--- src/rtl/seg7_pkg.sv ---
// Shared constants, types and helpers for the 7-segment scan decoder.
// Glyph codes are active-high segment vectors ordered g..a.
package seg7_pkg;

  localparam int NUM_DIGITS = 8;

  localparam logic [6:0] SEG_0     = 7'h3F;
  localparam logic [6:0] SEG_1     = 7'h06;
  localparam logic [6:0] SEG_2     = 7'h5B;
  localparam logic [6:0] SEG_3     = 7'h4F;
  localparam logic [6:0] SEG_4     = 7'h66;
  localparam logic [6:0] SEG_5     = 7'h6D;
  localparam logic [6:0] SEG_6     = 7'h7D;
  localparam logic [6:0] SEG_7     = 7'h07;
  localparam logic [6:0] SEG_8     = 7'h7F;
  localparam logic [6:0] SEG_9     = 7'h6F;
  localparam logic [6:0] SEG_A     = 7'h77;
  localparam logic [6:0] SEG_B     = 7'h7C;
  localparam logic [6:0] SEG_C     = 7'h39;
  localparam logic [6:0] SEG_D     = 7'h5E;
  localparam logic [6:0] SEG_E     = 7'h79;
  localparam logic [6:0] SEG_F     = 7'h71;
  localparam logic [6:0] SEG_BLANK = 7'h00;

  typedef enum logic [1:0] {
    IDLE,
    SETTLE,
    CAPTURED
  } state_t;

  // Registered view of the pins: anodes, raw DP, active-high segments.
  typedef struct packed {
    logic [NUM_DIGITS-1:0] an;
    logic                  dp_n;
    logic [6:0]            seg;
  } in_t;

  // True when exactly one anode is driven low.
  function automatic logic an_selectable(input logic [NUM_DIGITS-1:0] an);
    return $countones(~an) == 1;
  endfunction

  // Index of the lowest low anode; meaningful only when an_selectable().
  function automatic logic [2:0] an_index(input logic [NUM_DIGITS-1:0] an);
    logic [2:0] idx;
    idx = '0;
    for (int i = NUM_DIGITS - 1; i >= 0; i--) begin
      if (!an[i]) idx = 3'(i);
    end
    return idx;
  endfunction

endpackage

--- src/rtl/seg7_scan_decoder_if.sv ---
// Scanned display bus plus the reconstructed display state.
// The display driver (or bench) is the master; the decoder is the slave.
interface seg7_scan_decoder_if;
  import seg7_pkg::*;

  logic                    CA, CB, CC, CD, CE, CF, CG;
  logic                    DP;
  logic [NUM_DIGITS-1:0]   AN;
  logic [4*NUM_DIGITS-1:0] value;
  logic [NUM_DIGITS-1:0]   dp_mask;
  logic [NUM_DIGITS-1:0]   digit_valid;
  logic                    frame_valid;
  logic                    seg_err;

  modport master (
    output CA, CB, CC, CD, CE, CF, CG, DP, AN,
    input  value, dp_mask, digit_valid, frame_valid, seg_err
  );

  modport slave (
    input  CA, CB, CC, CD, CE, CF, CG, DP, AN,
    output value, dp_mask, digit_valid, frame_valid, seg_err
  );
endinterface

--- src/rtl/seg7_glyph_decode.sv ---
// Combinational lookup from an active-high segment vector to a hex nibble.
// Blank is reported separately and is never legal.
module seg7_glyph_decode
  import seg7_pkg::*;
(
  input  logic [6:0] seg,
  output logic [3:0] nibble,
  output logic       legal,
  output logic       blank
);

  // NOTE: every output gets a default before the case so no latch is inferred.
  always_comb begin
    nibble = 4'h0;
    legal  = 1'b1;
    blank  = (seg == SEG_BLANK);
    case (seg)
      SEG_0:   nibble = 4'h0;
      SEG_1:   nibble = 4'h1;
      SEG_2:   nibble = 4'h2;
      SEG_3:   nibble = 4'h3;
      SEG_4:   nibble = 4'h4;
      SEG_5:   nibble = 4'h5;
      SEG_6:   nibble = 4'h6;
      SEG_7:   nibble = 4'h7;
      SEG_8:   nibble = 4'h8;
      SEG_9:   nibble = 4'h9;
      SEG_A:   nibble = 4'hA;
      SEG_B:   nibble = 4'hB;
      SEG_C:   nibble = 4'hC;
      SEG_D:   nibble = 4'hD;
      SEG_E:   nibble = 4'hE;
      SEG_F:   nibble = 4'hF;
      default: legal  = 1'b0;
    endcase
  end

endmodule

--- src/rtl/seg7_scan_decoder.sv ---
// Watches a multiplexed 7-segment bus and rebuilds the displayed hex word,
// DP mask and per-digit validity once each digit has been stable long enough.
module seg7_scan_decoder
  import seg7_pkg::*;
#(
  parameter int SETTLE_CYCLES  = 4,
  parameter int TIMEOUT_CYCLES = 1_000_000
) (
  input  logic                CLK100MHZ,
  input  logic                CPU_RESETN,
  seg7_scan_decoder_if.slave  bus
);

  localparam int IDLE_W = (TIMEOUT_CYCLES > 2) ? $clog2(TIMEOUT_CYCLES) : 1;

  in_t                     w_pins;
  logic                    w_changed;
  logic                    w_capture;
  state_t                  r_state, w_state_next;
  logic [7:0]              r_cnt, w_cnt_next;

  in_t                     r_in;
  logic [IDLE_W-1:0]       r_idle_cnt;
  logic [NUM_DIGITS-1:0]   r_seen;
  logic [4*NUM_DIGITS-1:0] r_value;
  logic [NUM_DIGITS-1:0]   r_dp_mask;
  logic [NUM_DIGITS-1:0]   r_digit_valid;
  logic                    r_frame_valid;
  logic                    r_seg_err;

  logic [2:0]              w_idx;
  logic [NUM_DIGITS-1:0]   w_seen_next;
  logic [3:0]              w_nibble;
  logic                    w_legal;
  logic                    w_blank;

  assign w_pins    = {bus.AN, bus.DP, ~{bus.CG, bus.CF, bus.CE, bus.CD, bus.CC, bus.CB, bus.CA}};
  assign w_changed = (w_pins != r_in);

  // A capture always uses r_in, which equals the pins whenever one fires.
  assign w_idx       = an_index(r_in.an);
  assign w_seen_next = r_seen | (NUM_DIGITS'(1) << w_idx);

  seg7_glyph_decode u_glyph (
    .seg    (r_in.seg),
    .nibble (w_nibble),
    .legal  (w_legal),
    .blank  (w_blank)
  );

  // NOTE: sequential state uses non-blocking assignments so every register
  // samples pre-edge values regardless of statement order.
  always_ff @(posedge CLK100MHZ or negedge CPU_RESETN) begin
    if (!CPU_RESETN) begin
      r_state <= IDLE;
      r_cnt   <= '0;
    end else begin
      r_state <= w_state_next;
      r_cnt   <= w_cnt_next;
    end
  end

  always_comb begin
    w_state_next = r_state;
    w_cnt_next   = r_cnt;
    w_capture    = 1'b0;
    if (w_changed) begin
      w_cnt_next   = '0;
      w_state_next = an_selectable(w_pins.an) ? SETTLE : IDLE;
    end else begin
      case (r_state)
        SETTLE: begin
          if (r_cnt == 8'(SETTLE_CYCLES - 1)) begin
            w_capture    = 1'b1;
            w_state_next = CAPTURED;
          end else begin
            w_cnt_next = r_cnt + 8'd1;
          end
        end
        default: ;
      endcase
    end
  end

  // NOTE: the display state is a handful of flops, not a RAM, so every bit is
  // reset; a decoded word must never show stale data after reset.
  always_ff @(posedge CLK100MHZ or negedge CPU_RESETN) begin
    if (!CPU_RESETN) begin
      r_in          <= '1;
      r_idle_cnt    <= '0;
      r_seen        <= '0;
      r_value       <= '0;
      r_dp_mask     <= '0;
      r_digit_valid <= '0;
      r_frame_valid <= 1'b0;
      r_seg_err     <= 1'b0;
    end else begin
      r_in          <= w_pins;
      r_frame_valid <= 1'b0;
      r_seg_err     <= 1'b0;
      if (w_capture) begin
        r_idle_cnt <= '0;
        if (&w_seen_next) begin
          r_frame_valid <= 1'b1;
          r_seen        <= '0;
        end else begin
          r_seen <= w_seen_next;
        end
        if (w_legal) begin
          r_value[{w_idx, 2'b00} +: 4] <= w_nibble;
          r_digit_valid[w_idx]         <= 1'b1;
          r_dp_mask[w_idx]             <= ~r_in.dp_n;
        end else if (w_blank) begin
          r_digit_valid[w_idx] <= 1'b0;
          r_dp_mask[w_idx]     <= ~r_in.dp_n;
        end else begin
          r_digit_valid[w_idx] <= 1'b0;
          r_seg_err            <= 1'b1;
        end
      end else if (r_idle_cnt == IDLE_W'(TIMEOUT_CYCLES - 1)) begin
        // Display went dark for too long: validity drops, the last word holds.
        r_idle_cnt    <= '0;
        r_digit_valid <= '0;
        r_seen        <= '0;
      end else begin
        r_idle_cnt <= r_idle_cnt + 1'b1;
      end
    end
  end

  assign bus.value       = r_value;
  assign bus.dp_mask     = r_dp_mask;
  assign bus.digit_valid = r_digit_valid;
  assign bus.frame_valid = r_frame_valid;
  assign bus.seg_err     = r_seg_err;

endmodule

--- src/flat_wrapper.sv ---
// flat-port wrapper written by rule: the top's interface ports become plain ports
module seg7_scan_decoder_flat import seg7_pkg::*;
#(
  parameter int SETTLE_CYCLES  = 4,
  parameter int TIMEOUT_CYCLES = 1_000_000
)
  (CLK100MHZ, CPU_RESETN, bus_CA, bus_CB, bus_CC, bus_CD, bus_CE, bus_CF, bus_CG, bus_DP, bus_AN, bus_value, bus_dp_mask, bus_digit_valid, bus_frame_valid, bus_seg_err);
  seg7_scan_decoder_if bus_i ();
  input  logic CLK100MHZ;
  input  logic CPU_RESETN;
  input wire logic [$bits(bus_i.CA)-1:0] bus_CA;
  input wire logic [$bits(bus_i.CB)-1:0] bus_CB;
  input wire logic [$bits(bus_i.CC)-1:0] bus_CC;
  input wire logic [$bits(bus_i.CD)-1:0] bus_CD;
  input wire logic [$bits(bus_i.CE)-1:0] bus_CE;
  input wire logic [$bits(bus_i.CF)-1:0] bus_CF;
  input wire logic [$bits(bus_i.CG)-1:0] bus_CG;
  input wire logic [$bits(bus_i.DP)-1:0] bus_DP;
  input wire logic [$bits(bus_i.AN)-1:0] bus_AN;
  output wire logic [$bits(bus_i.value)-1:0] bus_value;
  output wire logic [$bits(bus_i.dp_mask)-1:0] bus_dp_mask;
  output wire logic [$bits(bus_i.digit_valid)-1:0] bus_digit_valid;
  output wire logic [$bits(bus_i.frame_valid)-1:0] bus_frame_valid;
  output wire logic [$bits(bus_i.seg_err)-1:0] bus_seg_err;
  assign bus_i.CA = bus_CA;
  assign bus_i.CB = bus_CB;
  assign bus_i.CC = bus_CC;
  assign bus_i.CD = bus_CD;
  assign bus_i.CE = bus_CE;
  assign bus_i.CF = bus_CF;
  assign bus_i.CG = bus_CG;
  assign bus_i.DP = bus_DP;
  assign bus_i.AN = bus_AN;
  assign bus_value = bus_i.value;
  assign bus_dp_mask = bus_i.dp_mask;
  assign bus_digit_valid = bus_i.digit_valid;
  assign bus_frame_valid = bus_i.frame_valid;
  assign bus_seg_err = bus_i.seg_err;
  seg7_scan_decoder #(.SETTLE_CYCLES(SETTLE_CYCLES), .TIMEOUT_CYCLES(TIMEOUT_CYCLES)) u_core (.CLK100MHZ(CLK100MHZ), .CPU_RESETN(CPU_RESETN), .bus(bus_i));
endmodule
--- config.mk ---
export PLATFORM = sky130hd
export DESIGN_NAME = seg7_scan_decoder_flat
export DESIGN_NICKNAME = d
export VERILOG_FILES = /design/src/rtl/seg7_pkg.sv /design/src/rtl/seg7_scan_decoder_if.sv /design/src/rtl/seg7_glyph_decode.sv /design/src/rtl/seg7_scan_decoder.sv /design/src/flat_wrapper.sv
export SDC_FILE = /design/constraint.sdc
export NUM_CORES = 1
export LEC_CHECK = 0
export CAP_MARGIN = 30
export CORE_ASPECT_RATIO = 0.5
export CORE_UTILIZATION = 56
export CTS_CLUSTER_DIAMETER = 120
export CTS_CLUSTER_SIZE = 40
export DETAILED_ROUTE_END_ITERATION = 10
export GPL_ROUTABILITY_DRIVEN = 0
export HOLD_SLACK_MARGIN = 0.05
export PLACE_DENSITY_LB_ADDON = 0.08
export SLEW_MARGIN = 15
export SYNTH_ARGS = -nofsm -noshare
export SYNTH_HDL_FRONTEND = slang
export SYNTH_HIERARCHICAL = 1
export SYNTH_SLANG_ARGS = --single-unit
--- constraint.sdc ---
create_clock -name CLK100MHZ -period 3.97 [get_ports CLK100MHZ]
set_input_delay 0.794 -clock CLK100MHZ [delete_from_list [all_inputs] [get_ports CLK100MHZ]]
set_output_delay 0.794 -clock CLK100MHZ [all_outputs]
set_load 0.005 [all_outputs]
-- Yosys cells after proc, flatten, opt, wreduce, memory -nomap -nowiden
Cells that the tools add are included.
- register bits after elaboration: 104
- input port bits: 18
- output and inout port bits: 50
- word-level logic and storage cells: 106
- add/sub/neg operators: 10
- order comparisons: 2
- eq/ne operators: 22
- shift-type cells: 3
- muxes and demuxes: 38
- bitwise logic cells: 7
- reduce and logical (&&, ||, !) cells: 12
- operators by type and width (kind ; number):
    adder 32 bit ; 3
    equality test 7 bit, second input constant ; 12
    2-to-1 mux 8 bit ; 10
    one-hot mux 4 bit (15 select lines) ; 1
    2-to-1 mux 20 bit ; 2
    bitwise mux 32 bit ; 1
    equality test 32 x 2 -> 1 bit, second input constant ; 1
    variable shift 4 x 7 -> 32 bit, first input constant ; 1
    indexed part select 4 x 7 -> 32 bit ; 1
    2-to-1 mux 3 bit ; 8
    adder 20 x 1 -> 20 bit, second input constant ; 1
    equality test 20 bit, second input constant ; 1
    != test 16 bit ; 1
    inverter 8 bit ; 2
    OR 8 bit ; 2
    OR reduction 16 bit ; 1
    equality test 7 x 3 -> 1 bit, second input constant ; 2
    equality test 7 x 6 -> 1 bit, second input constant ; 2
    2-to-1 mux 1 bit ; 11
    adder 1 x 1 -> 2 bit ; 4
    adder 8 x 1 -> 8 bit, second input constant ; 1
    bitwise AND 8 bit ; 1
    bitwise mux 8 bit ; 1
    equality test 8 x 2 -> 1 bit, second input constant ; 1
    other kinds (15) ; 23

-- Logic depth before layout (Yosys ltp)
- depth in word-level cells: 16
- gate-level depth with buffers: 12
- gate-level depth less buffers: 12

-- By module
The synthesis kept the hierarchy.
- by module, submodules not included (module ; times used ; cells an instance ; area an instance (um^2)):
    seg7_scan_decoder ; 1 ; 460 ; 5001.0
    seg7_glyph_decode ; 1 ; 48 ; 299.0

-- Least setup slack after synthesis
No wires, ideal clock.
- kind: in2reg
- start: input port bus_AN[0]
- end: register u_core.r_state[0]
- library setup time: 83 ps
- arrival time: 3207 ps
- required time: 3887 ps
- slack: 681 ps
- stages: 12
- path buffers: 0
- path through: fa_1 -> inv_1 -> fa_1 -> fa_1 -> ha_1 -> inv_1 -> fa_1 -> inv_1 -> nand3_1 -> o21ai_0 -> nand3_1 -> o21ai_0
- cells in the longest elaborated chain, start to end: 7
- elaborated cells between the ends (all ways): 11
- those cells by class: add/sub: 3; eq/ne: 2; mux: 2; bitwise: 1; reduce/logical: 3
- RTL lines (element ; RTL line ; RTL):
    from (decl) ; flat_wrapper.sv:19 ; input wire logic [$bits(bus_i.AN)-1:0] bus_AN;
    inverter 8 bit ; seg7_pkg.sv:40 ; return $countones(~an) == 1;
    adder 1 x 1 -> 2 bit (not written as such) ; seg7_pkg.sv:40 ;
    adder 32 bit (not written as such) (2 in series) ; seg7_pkg.sv:40 ;
    equality test 32 x 2 -> 1 bit ; seg7_pkg.sv:40 ;
    2-to-1 mux 1 bit ; seg7_scan_decoder.sv:69 ; w_state_next = an_selectable(w_pins.an) ? SETTLE : IDLE;
    2-to-1 mux 2 bit ; seg7_scan_decoder.sv:67 ; if (w_changed) begin
    to (signal assigned) ; seg7_scan_decoder.sv:58 ; r_state <= w_state_next;
    to (decl) ; seg7_scan_decoder.sv:19 ; state_t r_state, w_state_next;
Several ways; a longest one is shown, not always the timed one.
A chain may end at the register's enable or synchronous reset.

-- Worst setup path after layout
- start: input port bus_AN[1]
- end: register u_core.r_state[0]
The elaborated chain is that of the path after synthesis.

==> reports/results.tsv <==
stage	metric	value	unit
route	drt_pass_1_iters	5	
worst_hold_path	hold_path_class	input port to asynchronous set/reset pin	
pwr	p_clk_share	42.4	%
route	route.final.wire_length	11.8	mm
pwr	vdd_drop_max	0.237	mV
clock_network	cts_buffer_depth	2	
sta	finalSetupViolCount	0	
global_route	grt_max_degree	61	
floorplanning	start_util	59.2	%
clock_network	clkTransAtPathRegs	70	ps
clock_network	cts_max_level	3	
setup_path	path_cells	clkdlybuf4s50_1 > fa_1 > inv_1 > fa_1 > fa_1 > ha_1 > inv_1 > fa_1 > inv_1 > nand3_1 > o21ai_0 > nand3_1 > o21ai_0	
route	via_count_of_the_routed_design	4052	
sta	timing_hold_violations_final	0	
sta	max_slew_margin	51.4	%
layout	utilization	72.3	%
yosys	synth.avg_cell_area	10.4	µm²
pwr	power.share.combinational	8.9	%
route	count_of_routing_violations_after_the_opening_detailed_route_iteration	170	
layout	layout-drive-gt1-share	12.6	%
place	io_buffers	67	
clock_network	cts_tree	built	
sta	max_clock_freq	278	MHz
run	max_cap_viol_count	0	
pwr	power.total	2.26	mW
yosys	synth-seq-area-share	49.5	%
clock_network	cts_resized	0	
pwr	p_leak	2.82	nW
route	routed_via_density	5.75	
floorplanning	placement_rows	24	
layout	layout.cell_area.non_filler	6470	µm²
sta	clock_skews	8.50	ps
layout	final_cell_mix	sky130_fd_sc_hd__dfrtp_1, sky130_fd_sc_hd__clkdlybuf4s50_1, sky130_fd_sc_hd__nor2_1, sky130_fd_sc_hd__inv_1, sky130_fd_sc_hd__nand2_1	
route	wl_per_cell	16.7	µm
setup_path	critical_path.most_common_cell	sky130_fd_sc_hd__fa_1	
pwr	pwr-share-seq	48.7	%
layout	layout.nets	617	
floorplanning	die_height	70.8	µm
setup_path	worstPathBufferInverterCount	4	
pwr	pwr_density_cell	350	nW/µm²
route	ant_nets	0	
setup_path	gate_family_responsible_for_the_most_delay_along_the_worst_path	adder cells	
setup_path	crit_path_arrival_time	3860	ps
layout	layout_commonest_cell	sky130_fd_sc_hd__dfrtp_1	
clock_network	worstSkewPairLatency	350	ps
route	route.detailed.drc	0	
setup_path	setup.worst_path.start_class	input port	
run_status	run_status	finished clean	
setup_path	worst_setup_path_startpoint	bus_AN[1]	
yosys	synth.distinct_cells	59	
setup_path	cp_slowest_cell	sky130_fd_sc_hd__fa_1	
floorplanning	die_area	9880	µm²
clock_network	cts_setup_buffers	0	
yosys	async_reset_ff_share	100	%
yosys	synth_seq_cells	104	
place	dpl.hpwl	8.35	mm
sta	grt_setup_unrepaired	no	
pwr	power.switching	532	µW
global_route	grt_first_pass_wirelength	19.7	mm
clock_network	number_of_buffers_inserted_during_clock_tree_synthesis	9	
setup_path	cp-end-kind	register	
clock_network	cts_hold_repair_buffers	0	
setup_path	required	4230	ps
layout	diodes	0	
global_route	initial_antenna_violation_count	0	
yosys	synth_edf_count	0	
pwr	power.internal	1.73	mW
pwr	p_sw_share	23.5	%
clock_network	clock_sink_total	104	
yosys	syn_area	5300	µm²
floorplanning	ios	68	
setup_path	cpPeakStageDelay	540	ps
yosys	synth.net_count	542	
floorplanning	core_area	8950	µm²
global_route	first_global_vias	3936	
sta	finalCriticalPeriod	3600	ps
layout	flow.area_growth_from_synthesis	22.1	%
sta	post-route-period-util	90.7	%
setup_path	critical_path_peak_fanout	3	
place	place_area	6150	µm²
setup_path	crit_type	input port to register	
yosys	postSynthCellCount	508	
yosys	synth-warning-count	6	
sta	timing_worst_slew_pin_value	729	ps
global_route	total_track_usage	25.7	%
floorplanning	chipWidth	140	µm
clock_network	cts_root_buffer	sky130_fd_sc_hd__clkbuf_16	
sta	finalMaxSlewViolations	0	
yosys	synth_top_flop_cell	sky130_fd_sc_hd__dfrtp_1	
global_route	globalRoute.totalOverflow	0	
setup_path	critical_r2r_launch	u_core/r_in[15]$_DFF_PN1_	
## path summary, 6_finish.rpt
kind | end | slack (ps) | cells after the start
worst min register to register | u_core/bus.value[2]$_DFFE_PN0P_ | 480 | 2
max in group asynchronous | u_core/bus.value[15]$_DFFE_PN0P_ | 2810 | 3
worst max-delay path | u_core/r_state[0]$_DFFE_PN0P_ | 370 | 13
worst max register to register | u_core/r_seen[0]$_DFFE_PN0P_ | 790 | 12
min in group CLK100MHZ | u_core/bus.value[2]$_DFFE_PN0P_ | 480 | 2
worst min-delay path | u_core/r_cnt[7]$_DFFE_PN0P_ | 330 | 1
## metal layers
layer	share of wire, %	global-route usage [%]
met1	48	35.6
met2	44	40.1
met3	6.0	7.11
met4	1.2	7.69
met5	0	0
## state kept, by name (all words and copies together) (netlist names)
register / count
u_core/bus.seg_err: 1
u_core/bus.frame_valid: 1
u_core/r_state: 2
u_core/r_idle_cnt: 20
u_core/bus.digit_valid: 8
u_core/bus.value: 32
u_core/r_in: 16
u_core/bus.dp_mask: 8
u_core/r_cnt: 8
u_core/r_seen: 8
## through the flow
step                hold slack [ps]  std cells  setup WS, ps  TNS (ps)
floorplan                       455        508           681         0
global placement                468        687           162         0
detailed placement              474        689         -8.88     -8.88
CTS                             327        705           367         0
global route                    351        705           257         0
finish                          330        705           368         0
## power groups by stage
stage / Sequential (mW) / Combinational (mW) / Clock [mW]
after CTS: 1.10 / 0.203 / 0.982
final: 1.10 / 0.201 / 0.960
after floorplan: 1.11 / 0.130 / 0
after global routing: 1.10 / 0.228 / 1.02
after detailed placement: 1.12 / 0.202 / 0
after global placement: 1.12 / 0.187 / 0
## final cells by class
| class | count | area, µm² |
|---|---|---|
| clock buffer | 12 | 246 |
| clock inverter | 4 | 77.6 |
| fill | 673 | 2480 |
| inverter | 36 | 135 |
| multi-input combinational | 352 | 2460 |
| sequential | 104 | 2620 |
| tap | 117 | 146 |
| timing repair buffer | 80 | 786 |
## cells by family after synthesis
kind of cell / after synthesis / share of synthesized area, %
AOI/OAI and AO/OA: 84 / 10.7
buffers and inverters: 52 / 4.15
DFF: 104 / 49.5
adders and majority gates: 16 / 4.34
and+or+nand+nor: 181 / 18.3
xor gates and xnor gates: 42 / 6.94
muxes: 29 / 6.04
## cells in the mapped netlist (12+ instances only)
library cell,instances,area [µm²]
sky130_fd_sc_hd__xnor2_1,17,149
sky130_fd_sc_hd__nand3_1,25,125
sky130_fd_sc_hd__nor2_1,55,206
sky130_fd_sc_hd__xor2_1,25,219
sky130_fd_sc_hd__ha_1,12,150
sky130_fd_sc_hd__inv_1,36,135
sky130_fd_sc_hd__nand4_1,21,131
sky130_fd_sc_hd__dfrtp_1,88,2200
sky130_fd_sc_hd__dfstp_2,16,420
sky130_fd_sc_hd__o21ai_0,21,105
sky130_fd_sc_hd__mux2_2,16,180
sky130_fd_sc_hd__nand2_1,29,109
## worst reg2reg max path, cell delays in order, from the launching register on
cell	delay, ps
sky130_fd_sc_hd__dfstp_2	560
sky130_fd_sc_hd__nand2b_1	110
sky130_fd_sc_hd__a21oi_1	90
sky130_fd_sc_hd__o211a_1	260
sky130_fd_sc_hd__nor2_2	90
sky130_fd_sc_hd__buf_4	230
sky130_fd_sc_hd__ha_1	230
sky130_fd_sc_hd__ha_1	290
sky130_fd_sc_hd__o22ai_1	130
sky130_fd_sc_hd__nor2_1	110
sky130_fd_sc_hd__nand4b_1	380
sky130_fd_sc_hd__a21boi_2	480
sky130_fd_sc_hd__nor2_1	110
(Power assumes the default switching activity.)
